## config.mk

```make
export PLATFORM = sky130hd
export DESIGN_NAME = hart_issue_sched
export DESIGN_NICKNAME = d
export VERILOG_FILES = /design/src/rtl/hart_issue_sched.sv
export SDC_FILE = /design/constraint.sdc
export NUM_CORES = 1
export LEC_CHECK = 0
export CAP_MARGIN = 20
export CORE_UTILIZATION = 35
export CTS_CLUSTER_SIZE = 10
export DETAILED_ROUTE_END_ITERATION = 12
export PLACE_DENSITY = 0.63
export SYNTH_ARGS = -nofsm -noshare
export SYNTH_HDL_FRONTEND = slang
export SYNTH_SLANG_ARGS = --single-unit
```

## constraint.sdc

```tcl
create_clock -name clk -period 9.3 [get_ports clk]
set_clock_uncertainty 0.15 [all_clocks]
set_input_delay 0.93 -clock clk [delete_from_list [all_inputs] [get_ports clk]]
set_output_delay 0.93 -clock clk [all_outputs]
set_load 0.02 [all_outputs]
```

## src/rtl/hart_issue_sched.sv

```systemverilog
// Hart issue scheduler: primary-first selection with round-robin minors, per-hart penalty blocking and a minor-slot starvation guard.
// Selection is combinational (0 cycles); penalty/pointer effects land on the next unstalled edge; stall freezes all state.
module hart_issue_sched #(
    parameter int HART_NUM     = 4,
    parameter int HART_ID_W    = $clog2(HART_NUM),
    parameter int BR_PENALTY   = 2,
    parameter int LD_PENALTY   = 3,
    parameter int KILL_PENALTY = 4,
    parameter int MINOR_SLOT   = 8
) (
    input  logic                 clk,
    input  logic                 rst,
    input  logic                 stall,
    input  logic [HART_NUM-1:0]  acti_hstate,
    input  logic [HART_NUM-1:0]  prim_hstate,
    input  logic                 is_branch,
    input  logic                 is_load,
    input  logic [HART_ID_W-1:0] id_hart_id,
    input  logic                 hkill,
    input  logic [HART_ID_W-1:0] kill_hart_id,
    output logic [HART_NUM-1:0]  issue_hstate,
    output logic [HART_ID_W-1:0] issue_hart_id,
    output logic                 issue_valid,
    output logic                 issue_primary
);

    localparam int SLOT_W = (MINOR_SLOT < 1) ? 1 : $clog2(MINOR_SLOT + 1);
    localparam logic [SLOT_W-1:0] SLOT_MAX = SLOT_W'(MINOR_SLOT);
    localparam logic SLOT_EN = (MINOR_SLOT != 0);
    localparam logic [3:0] BR_P = 4'(BR_PENALTY);
    localparam logic [3:0] LD_P = 4'(LD_PENALTY);
    localparam logic [3:0] KL_P = 4'(KILL_PENALTY);

    logic [3:0]           pcnt     [HART_NUM];
    logic [3:0]           pcnt_nxt [HART_NUM];
    logic [HART_ID_W-1:0] rr_last;
    logic [SLOT_W-1:0]    slot_cnt;

    logic [HART_NUM-1:0]  ready;
    logic [HART_NUM-1:0]  minor_ready;
    logic [HART_NUM-1:0]  prim_ready;
    logic [HART_NUM-1:0]  sel;
    logic [HART_ID_W-1:0] sel_id;
    logic                 rr_all;
    logic                 forced;
    logic                 sel_primary;

    // First set bit of mask strictly after 'last', wrapping modulo HART_NUM.
    function automatic logic [HART_NUM-1:0] rr_pick(input logic [HART_NUM-1:0]  mask,
                                                    input logic [HART_ID_W-1:0] last);
        logic [HART_NUM-1:0]  pick;
        logic [HART_ID_W-1:0] idx;
        logic                 found;
        pick  = '0;
        found = 1'b0;
        for (int k = 1; k <= HART_NUM; k++) begin
            idx = HART_ID_W'((int'(last) + k) % HART_NUM);
            if (!found && mask[idx]) begin
                pick[idx] = 1'b1;
                found     = 1'b1;
            end
        end
        return pick;
    endfunction

    always_comb begin
        for (int i = 0; i < HART_NUM; i++) begin
            ready[i] = acti_hstate[i] & (pcnt[i] == 4'd0);
        end
    end

    assign minor_ready = ready & ~prim_hstate;
    assign prim_ready  = ready & prim_hstate;
    assign rr_all      = (&acti_hstate) | (prim_hstate == '0);
    assign forced      = SLOT_EN && (slot_cnt == SLOT_MAX) && (minor_ready != '0);

    always_comb begin
        sel = '0;
        if (rr_all) begin
            sel = rr_pick(ready, rr_last);
        end else if ((prim_ready != '0) && !forced) begin
            sel = prim_ready;
        end else begin
            sel = rr_pick(minor_ready, rr_last);
        end
    end

    always_comb begin
        sel_id = '0;
        for (int i = 0; i < HART_NUM; i++) begin
            if (sel[i]) begin
                sel_id = HART_ID_W'(i);
            end
        end
    end

    assign sel_primary   = |(sel & prim_hstate);
    assign issue_hstate  = sel;
    assign issue_hart_id = sel_id;
    assign issue_valid   = |sel;
    assign issue_primary = sel_primary;

    // Simultaneous events on one hart take the longest penalty; an inactive hart is always unblocked.
    always_comb begin
        for (int i = 0; i < HART_NUM; i++) begin
            logic [3:0] ev;
            ev = 4'd0;
            if (is_branch && (id_hart_id == HART_ID_W'(i)) && (BR_P > ev)) ev = BR_P;
            if (is_load && (id_hart_id == HART_ID_W'(i)) && (LD_P > ev)) ev = LD_P;
            if (hkill && (kill_hart_id == HART_ID_W'(i)) && (KL_P > ev)) ev = KL_P;
            if (!acti_hstate[i]) begin
                pcnt_nxt[i] = 4'd0;
            end else if (ev != 4'd0) begin
                pcnt_nxt[i] = ev;
            end else if (pcnt[i] != 4'd0) begin
                pcnt_nxt[i] = pcnt[i] - 4'd1;
            end else begin
                pcnt_nxt[i] = 4'd0;
            end
        end
    end

    always_ff @(posedge clk or negedge rst) begin
        if (!rst) begin
            for (int i = 0; i < HART_NUM; i++) begin
                pcnt[i] <= 4'd0;
            end
        end else if (!stall) begin
            for (int i = 0; i < HART_NUM; i++) begin
                pcnt[i] <= pcnt_nxt[i];
            end
        end
    end

    always_ff @(posedge clk or negedge rst) begin
        if (!rst) begin
            rr_last  <= HART_ID_W'(HART_NUM - 1);
            slot_cnt <= '0;
        end else if (!stall) begin
            if (issue_valid && (rr_all || !sel_primary)) begin
                rr_last <= sel_id;
            end
            if ((minor_ready == '0) || (issue_valid && !sel_primary)) begin
                slot_cnt <= '0;
            end else if (sel_primary && (slot_cnt != SLOT_MAX)) begin
                slot_cnt <= slot_cnt + SLOT_W'(1);
            end
        end
    end

endmodule

```

==> results.md, run 1 <==
- Pwr per Cell Area: 219 nW/µm²
- Pre-antenna DRT Iters: 5
- Mux contribution to synthesized area: 5.53%
- Setup violators final: 0
- Synth warn: 0
- Largest net degree at the start of global routing: 38
- Family with the most delay on the worst path: buffers and inverters
- Drt wl/cell: between 15 and 20 µm
- Share of cells above drive strength 1: between 10% and 20%
- Distinct cell type count after synthesis: 74
- FFs w/ async S/R, synth: 100%
- Min-Delay Path Class: reg2reg
- Critical Path Max Stage Delay: 0.63 ns
- CP Class: in2out
- Hold Crit Depth: 2
- Initial core utilization: a little over a third
- DRT iter0 DRCs: about 260
- Adder-cell area share of the yosys netlist: 4.48%
- CP max FO: 7
- First-pass GRT wire length: 12200 µm
- Gpl congestion: 0.907
- Cts repair resizes: 0
- Reg2reg path depth: 10
- WP data required: between 8 and 9 ns
- Status: completed
- Worst path depth: 11
- Die height: approximately 87 µm
- Switching Fraction: 48.5%
- I/O pin cnt: 26
- WP buf/inv: 3
- Register area share after synthesis: between 20% and 30%
- Yosys top cell area share: 19.9%
- Placed Area: 2820 µm²
- Longest Clk Path Bufs: 2
- Crit-path slowest cell: clkdlybuf4s50_1
- Placed Cells: approximately 430
- Hold buffers post-CTS: 0
- I/O Buffers: 25
- Minimum hold slack: 0.419 ns
- Footprint of the multi-input gates: between 1500 and 2000 µm²
- Combinational Power Share: about two thirds
- Most used DFF post-synth: dfrtp_1
- CP startpoint kind: input pin
- Peak Freq: 173 MHz
- CP arrival: 4.70 ns
- Clock slew at reported path FFs: roughly 0.09 ns
- TritonCTS clock tree: built
- Post-route insts no fill: about 440
- Slew headroom: 52.4%
- Flops & latches, synth: 22
- Number of enable flip-flop cells after synthesis: 0
- Max Cap Viol: 0
- Syn_area_per_cell: ~7.8 µm²
- CP dominant cell by count: clkdlybuf4s50_1
- Row count: 30
- Final hold vios: 0
- Antenna violations before repair: 0
- Internal: 0.000330 W
- Fin crit period: 5.78 ns
- Vias per inst: about 6
- Die Wd: 86.7 µm
- Commonest non-fill, non-tap cell in the layout: nand2_1
- End-of-flow core utilization: 42.5%
- Residual DRC count: 0
- Cell accounting for the most synthesized area: dfrtp_1
- Cell chain of the critical path: clkdlybuf4s50_1 -> nor3b_2 -> nand2_1 -> mux4_2 -> and2_4 -> a221o_1 -> o21ai_0 -> o31ai_2 -> nor4_4 -> inv_1 -> clkdlybuf4s50_1
- Worst-Skew Late Latency: between 0.2 and 0.3 ns
- Leakage Power: ~1.1 nW
- Sum Neg Setup Slack: 0 ns
- Final WL: roughly 7200 µm
- NumNets Final: about 370
- Worst VDD drop: 0.0786 mV
- CTS Sinks: 22
- Gr usage total: around a fifth
- Compound-gate portion of the synthesized area: between 20 and 30%
- Synth-to-Final Area Change: 16.3%
- # diodes: 0
- Fin crit share: between 60% and 70%
- CTS H-tree lvls: 1
- RSZ-0062 raised after global routing: false
- Setup repair bufs after CTS: 0
- Area of the core: 6870 µm²
- Clock root buffer: clkbuf_8
- CTS Buf Count: 3
- Post-route cell area: a little under 3000 µm²
- Fillcell total: 691
- Dpl hpwl: 5530 µm
- Mapped Cells: 323
- Main combinational cell family by area after synthesis: simple AND/OR/NAND/NOR gates
- XOR/XNOR share of the synthesized area: 0%
- Sequential Area: 553 µm²
- Crit end category: output pin
- Final ANT Viol Nets: 0
- Worst-Margin Slew: between 0.7 and 0.8 ns
- Max-slew violation count: 0
- Clock power share: about an eighth
- Vias in the first global route: between 2000 and 2500
- Most frequent cells in the layout: nand2_1, nor2_1, clkdlybuf4s50_1
- Vias: between 2000 and 3000
- Sequential power share: between 20% and 30%
- Grt ovf: 0
- Top cells by area, synth: dfrtp_1, nand2_1, nor2_1
- Switch Pwr: about 0.00031 W
- Netlist Area Pre-Place: between 2000 and 3000 µm²
- Post-synthesis simple-gate area fraction: between 30% and 40%
- Full die area: 7520 µm²
- Synthesized Nets: between 300 and 400
-- cell usage after synthesis, types with 3 or more instances --
cell       instances
nand3_1           20
o21ai_0           23
a211oi_1          10
dfrtp_1           20
nand4_1            4
o21ai_1            3
o2bb2ai_1          3
o211ai_1           3
a32oi_1            3
a21oi_1           12
nor2_1            32
nor3_1            14
o22ai_1            3
o32ai_1            4
nor2b_1            3
mux4_2             5
ha_1               9
or2_2              4
a221o_1            3
inv_1             12
and3_1             4
clkbuf_1           7
o31ai_1            6
o21a_1             4
nand2_1           43
or3b_1             3
or3_1              4
-- power groups by stage --
| stage | Clock, W | Combinational [W] | Sequential (W) |
|---|---|---|---|
| final | 0.0000748 | 0.000419 | 0.000147 |
| after detailed placement | 0 | 0.000408 | 0.000150 |
| after CTS | 0.0000762 | 0.000410 | 0.000148 |
| after floorplan | 0 | 0.000311 | 0.000128 |
| after global routing | 0.0000783 | 0.000452 | 0.000152 |
| after global placement | 0 | 0.000409 | 0.000150 |
-- path summary, 6_finish.rpt --
check | endpoint | slack, ns | from
max | issue_valid | 3.52 | acti_hstate[2]
min | slot_cnt[3] | 0.42 | slot_cnt[3]
max reg2reg | rr_last[0] | 5.02 | rr_last[0]
min reg2reg | slot_cnt[3] | 0.42 | slot_cnt[3]
max in group asynchronous | pcnt[5] | 7.63 | rst
min in group asynchronous | pcnt[10] | 0.87 | rst
-- registers in the layout, indices dropped and copies added, names as in the netlist --
| name | cells |
|---|---|
| slot_cnt | 4 |
| rr_last | 2 |
| pcnt | 16 |
-- worst reg2reg max path: stages (launching register included) --
cell      delay, ns
dfstp_2        0.75
clkinv_1       0.39
ha_1           0.51
mux4_2         0.42
and2_0         0.20
a2111o_1       0.38
nand3_1        0.10
o211ai_1       0.09
or3_1          0.54
a211o_1        0.38
mux2_4         0.31
-- final cells by class --
class | count | share of cell area [%]
multi-input cells | 276 | 63.1
flip-flops and latches | 22 | 18.9
repair buffers | 28 | 10.3
well taps | 96 | 4.11
clock buffers | 4 | 1.89
inverters | 13 | 1.67
-- layer usage --
layer  share of wire [%]  track usage (%)
met5                   0                0
met1                  44             28.8
met2                  45             32.5
met3                 7.9             2.10
met4                 2.7             8.33
-- per-stage QoR --
| stage | power [W] | setup slack (ns) |
|---|---|---|
| after floorplan | 0.000440 | 4.66 |
| after global placement | 0.000559 | 3.58 |
| after detailed placement | 0.000558 | 3.56 |
| after CTS | 0.000634 | 3.55 |
| after global routing | 0.000682 | 3.33 |
| final | 0.000641 | 3.52 |
-- logic make-up after synthesis --
group	Yosys count
DFF	22
muxes	7
and+or+nand+nor	160
adders and majority gates	9
buffers and inverters	25
AOI/OAI and AO/OA	100
No activity file was read; power rests on OpenSTA's default activity.
==> run 2: changes to the inputs <==
--- a/config.mk
+++ b/config.mk
@@ -9,7 +9,7 @@
 export CORE_UTILIZATION = 35
 export CTS_CLUSTER_SIZE = 10
 export DETAILED_ROUTE_END_ITERATION = 12
-export PLACE_DENSITY = 0.63
+export PLACE_DENSITY = 0.65
 export SYNTH_ARGS = -nofsm -noshare
 export SYNTH_HDL_FRONTEND = slang
 export SYNTH_SLANG_ARGS = --single-unit
==> constraint.sdc (replaced) <==
create_clock -name clk -period 5.25 [get_ports clk]
set_clock_uncertainty 0.15 [all_clocks]
set_input_delay 0.525 -clock clk [delete_from_list [all_inputs] [get_ports clk]]
set_output_delay 0.525 -clock clk [all_outputs]
set_load 0.02 [all_outputs]
==> run 2 against run 1 <==
  * Clock power rose by 76%
  * Core utilization grew 0.51 points
  * Count of clock-buffer cells in the layout did not move
  * Worst hold slack got worse by 0.033 ns
  * Combinational power is 80% higher
  * Critical path type unchanged
  * Sequential share of layout area is 0.22 points lower
  * Highest routed layer unchanged
  * Critical path depth is the same
  * Wire length increased by 2.2%
  * Non-clock buffer count rose by 3
  * Sequential power increased by 78%
  * Power up 79%
==> results.md, run 2 (synthesis results as in run 1) <==
- Worst-Margin Slew: 0.715 ns (+0.00797 ns)
- Residual DRC count: 0 (unchanged)
- Max-slew violation count: 0 (unchanged)
- Gpl congestion: 0.916 (+0.94%)
- Area of the core: 6870 µm² (unchanged)
- Clock slew at reported path FFs: 0.09 ns (about the same)
- Worst-Skew Late Latency: 0.28 ns (about the same)
- Switch Pwr: 0.000553 W (+78%)
- RSZ-0062 raised after global routing: false
- Reg2reg path depth: 12 (+2)
- I/O pin cnt: 26 (unchanged)
- Gr usage total: 20.6% (-0.049 points)
- Full die area: 7520 µm² (unchanged)
- Status: completed
- Die Wd: 86.7 µm (unchanged)
- Combinational Power Share: 65.7% (+0.4 points)
- Most frequent cells in the layout: nand2_1, nor2_1, clkdlybuf4s50_1
- Fin crit share: about nine tenths
- NumNets Final: 374 (+0.81%)
- Leakage Power: 1.17 nW (+1.7%)
- Worst VDD drop: 0.155 mV (+98%)
- Commonest non-fill, non-tap cell in the layout: nand2_1
- Placed Area: 2870 µm² (+1.8%)
- Post-route cell area: 2960 µm² (+1.2%)
- Min-Delay Path Class: in2async
- Worst r2r src: rr_last[0]
- Drt wl/cell: 16.7 µm (+1.5%)
- Fin crit period: between 4 and 5 ns
- Clock root buffer: clkbuf_8
- Peak Freq: ~210 MHz
- Clock power share: 11.5% (-0.2 points)
- Dpl hpwl: 5650 µm (+2.2%)
- Antenna violations before repair: 0 (unchanged)
- DRT iter0 DRCs: 222 (-14%)
- First-pass GRT wire length: 12200 µm (+0.35%)
- Cts repair resizes: 0 (unchanged)
- Row count: 30 (unchanged)
- Grt ovf: 0 (unchanged)
- Longest Clk Path Bufs: 2 (unchanged)
- Register name with the most flops: pcnt
- Pwr per Cell Area: 389 nW/µm² (+77%)
- CTS Sinks: 22 (unchanged)
- I/O Buffers: 25 (unchanged)
- Setup violators final: 0 (unchanged)
- Final hold vios: 0 (unchanged)
- Die height: 86.7 µm (unchanged)
- CTS H-tree lvls: 1 (unchanged)
- Initial core utilization: 36.6% (unchanged)
- Largest net degree at the start of global routing: 31 (-18%)
- Max reg flops: 16 (unchanged)
- Hold buffers post-CTS: 0 (unchanged)
- Placed Cells: 437 (+0.92%)
- Slew headroom: 51.6% (-0.80 points)
- Vias in the first global route: 2497 (+1.6%)
- CP arrival: 4.13 ns (-0.57 ns)
- Biggest regs: pcnt (16), slot_cnt (4), rr_last (2)
- R2R Setup Slk: 1.12 ns (-3.90 ns)
- Post-route insts no fill: 442 (+0.68%)
- WP data required: 4.58 ns (-3.64 ns)
- CP max FO: 8 (+1)
- Final ANT Viol Nets: 0 (unchanged)
- Crit end category: output pin
- Setup repair bufs after CTS: 0 (unchanged)
- Synth-to-Final Area Change: 17.7%
- # diodes: 0 (unchanged)
- Sequential power share: 22.8% (-0.2 points)
- Vias: 2684 (+0.34%)
- Final WL: 7400 µm (+2.2%)
- CP startpoint kind: input pin
- End-of-flow core utilization: 43.0% (+0.51 points)
- Switching Fraction: 48.1% (-0.44 points)
- CTS Buf Count: 3 (unchanged)
- Max Cap Viol: 0 (unchanged)
- Sum Neg Setup Slack: 0 ns (unchanged)
- CP Class: in2out
- Pre-antenna DRT Iters: 7 (+2)
- Vias per inst: 6.07 (-0.34%)
- Internal: 0.000597 W (+81%)
- TritonCTS clock tree: built
- Reg-to-reg endpoint: rr_last[0]
- Share of cells above drive strength 1: 12.4% (+0.77 points)
## run 2: changes by cell type in the layout (fill, tap and decap cells not counted)
cell,change
buf_8,-1
buf_4,+3
buf_16,+1
## run 2: through the flow
stage	hold WS [ns]	setup slack (ns)	total power, W
floorplan	0.0794	1.33	0.000779
global placement	0.404	0.487	0.00100
detailed placement	0.401	0.476	0.00100
CTS	0.423	0.458	0.00114
global route	0.396	0.228	0.00123
finish	0.386	0.446	0.00115
## run 2: worst max path at each step
| stage | from | to | slack, ns | cells past startpoint |
|---|---|---|---|---|
| floorplan | rr_last[1] | issue_hart_id[0] | 1.33 | 10 |
| global placement | acti_hstate[1] | issue_hart_id[1] | 0.49 | 11 |
| detailed placement | prim_hstate[0] | issue_hart_id[1] | 0.48 | 11 |
| CTS | prim_hstate[0] | issue_hart_id[1] | 0.46 | 11 |
| global route | acti_hstate[0] | issue_valid | 0.23 | 11 |
| finish | acti_hstate[0] | issue_valid | 0.45 | 11 |
## run 2: power by group through the flow
stage               clock, W  sequential (W)  combinational (W)
floorplan                  0        0.000227           0.000552
global placement           0        0.000266           0.000736
detailed placement         0        0.000266           0.000736
CTS                 0.000137        0.000263           0.000741
global route        0.000142        0.000269           0.000815
finish              0.000132        0.000262           0.000755
## run 2: final cells by class
cell class	instances	area [µm²]
Tap cell	96	120
Timing Repair Buffer	31	335
Fill cell	694	3910
Sequential cell	22	553
Multi-Input combinational cell	276	1840
Inverter	13	48.8
Clock buffer	4	55.1
## run 2: layer usage
metal / vias to the layer above / GRT usage (%) / wire (µm)
met1: 1288 / 28.1 / 3430
li1: 1277 / - / -
met3: 18 / 1.43 / 342
met2: 101 / 33.3 / 3430
met5: - / 0 / 0
met4: 0 / 9.09 / 192
## run 2: critical path, cell delays in order
cell	delay [ns]
clkdlybuf4s50_1	0.59
nor2b_1	0.39
a211oi_1	0.17
mux4_2	0.50
and2_4	0.18
a221o_1	0.33
o21ai_0	0.20
o31ai_2	0.14
nor4_4	0.48
inv_1	0.07
clkdlybuf4s50_1	0.55
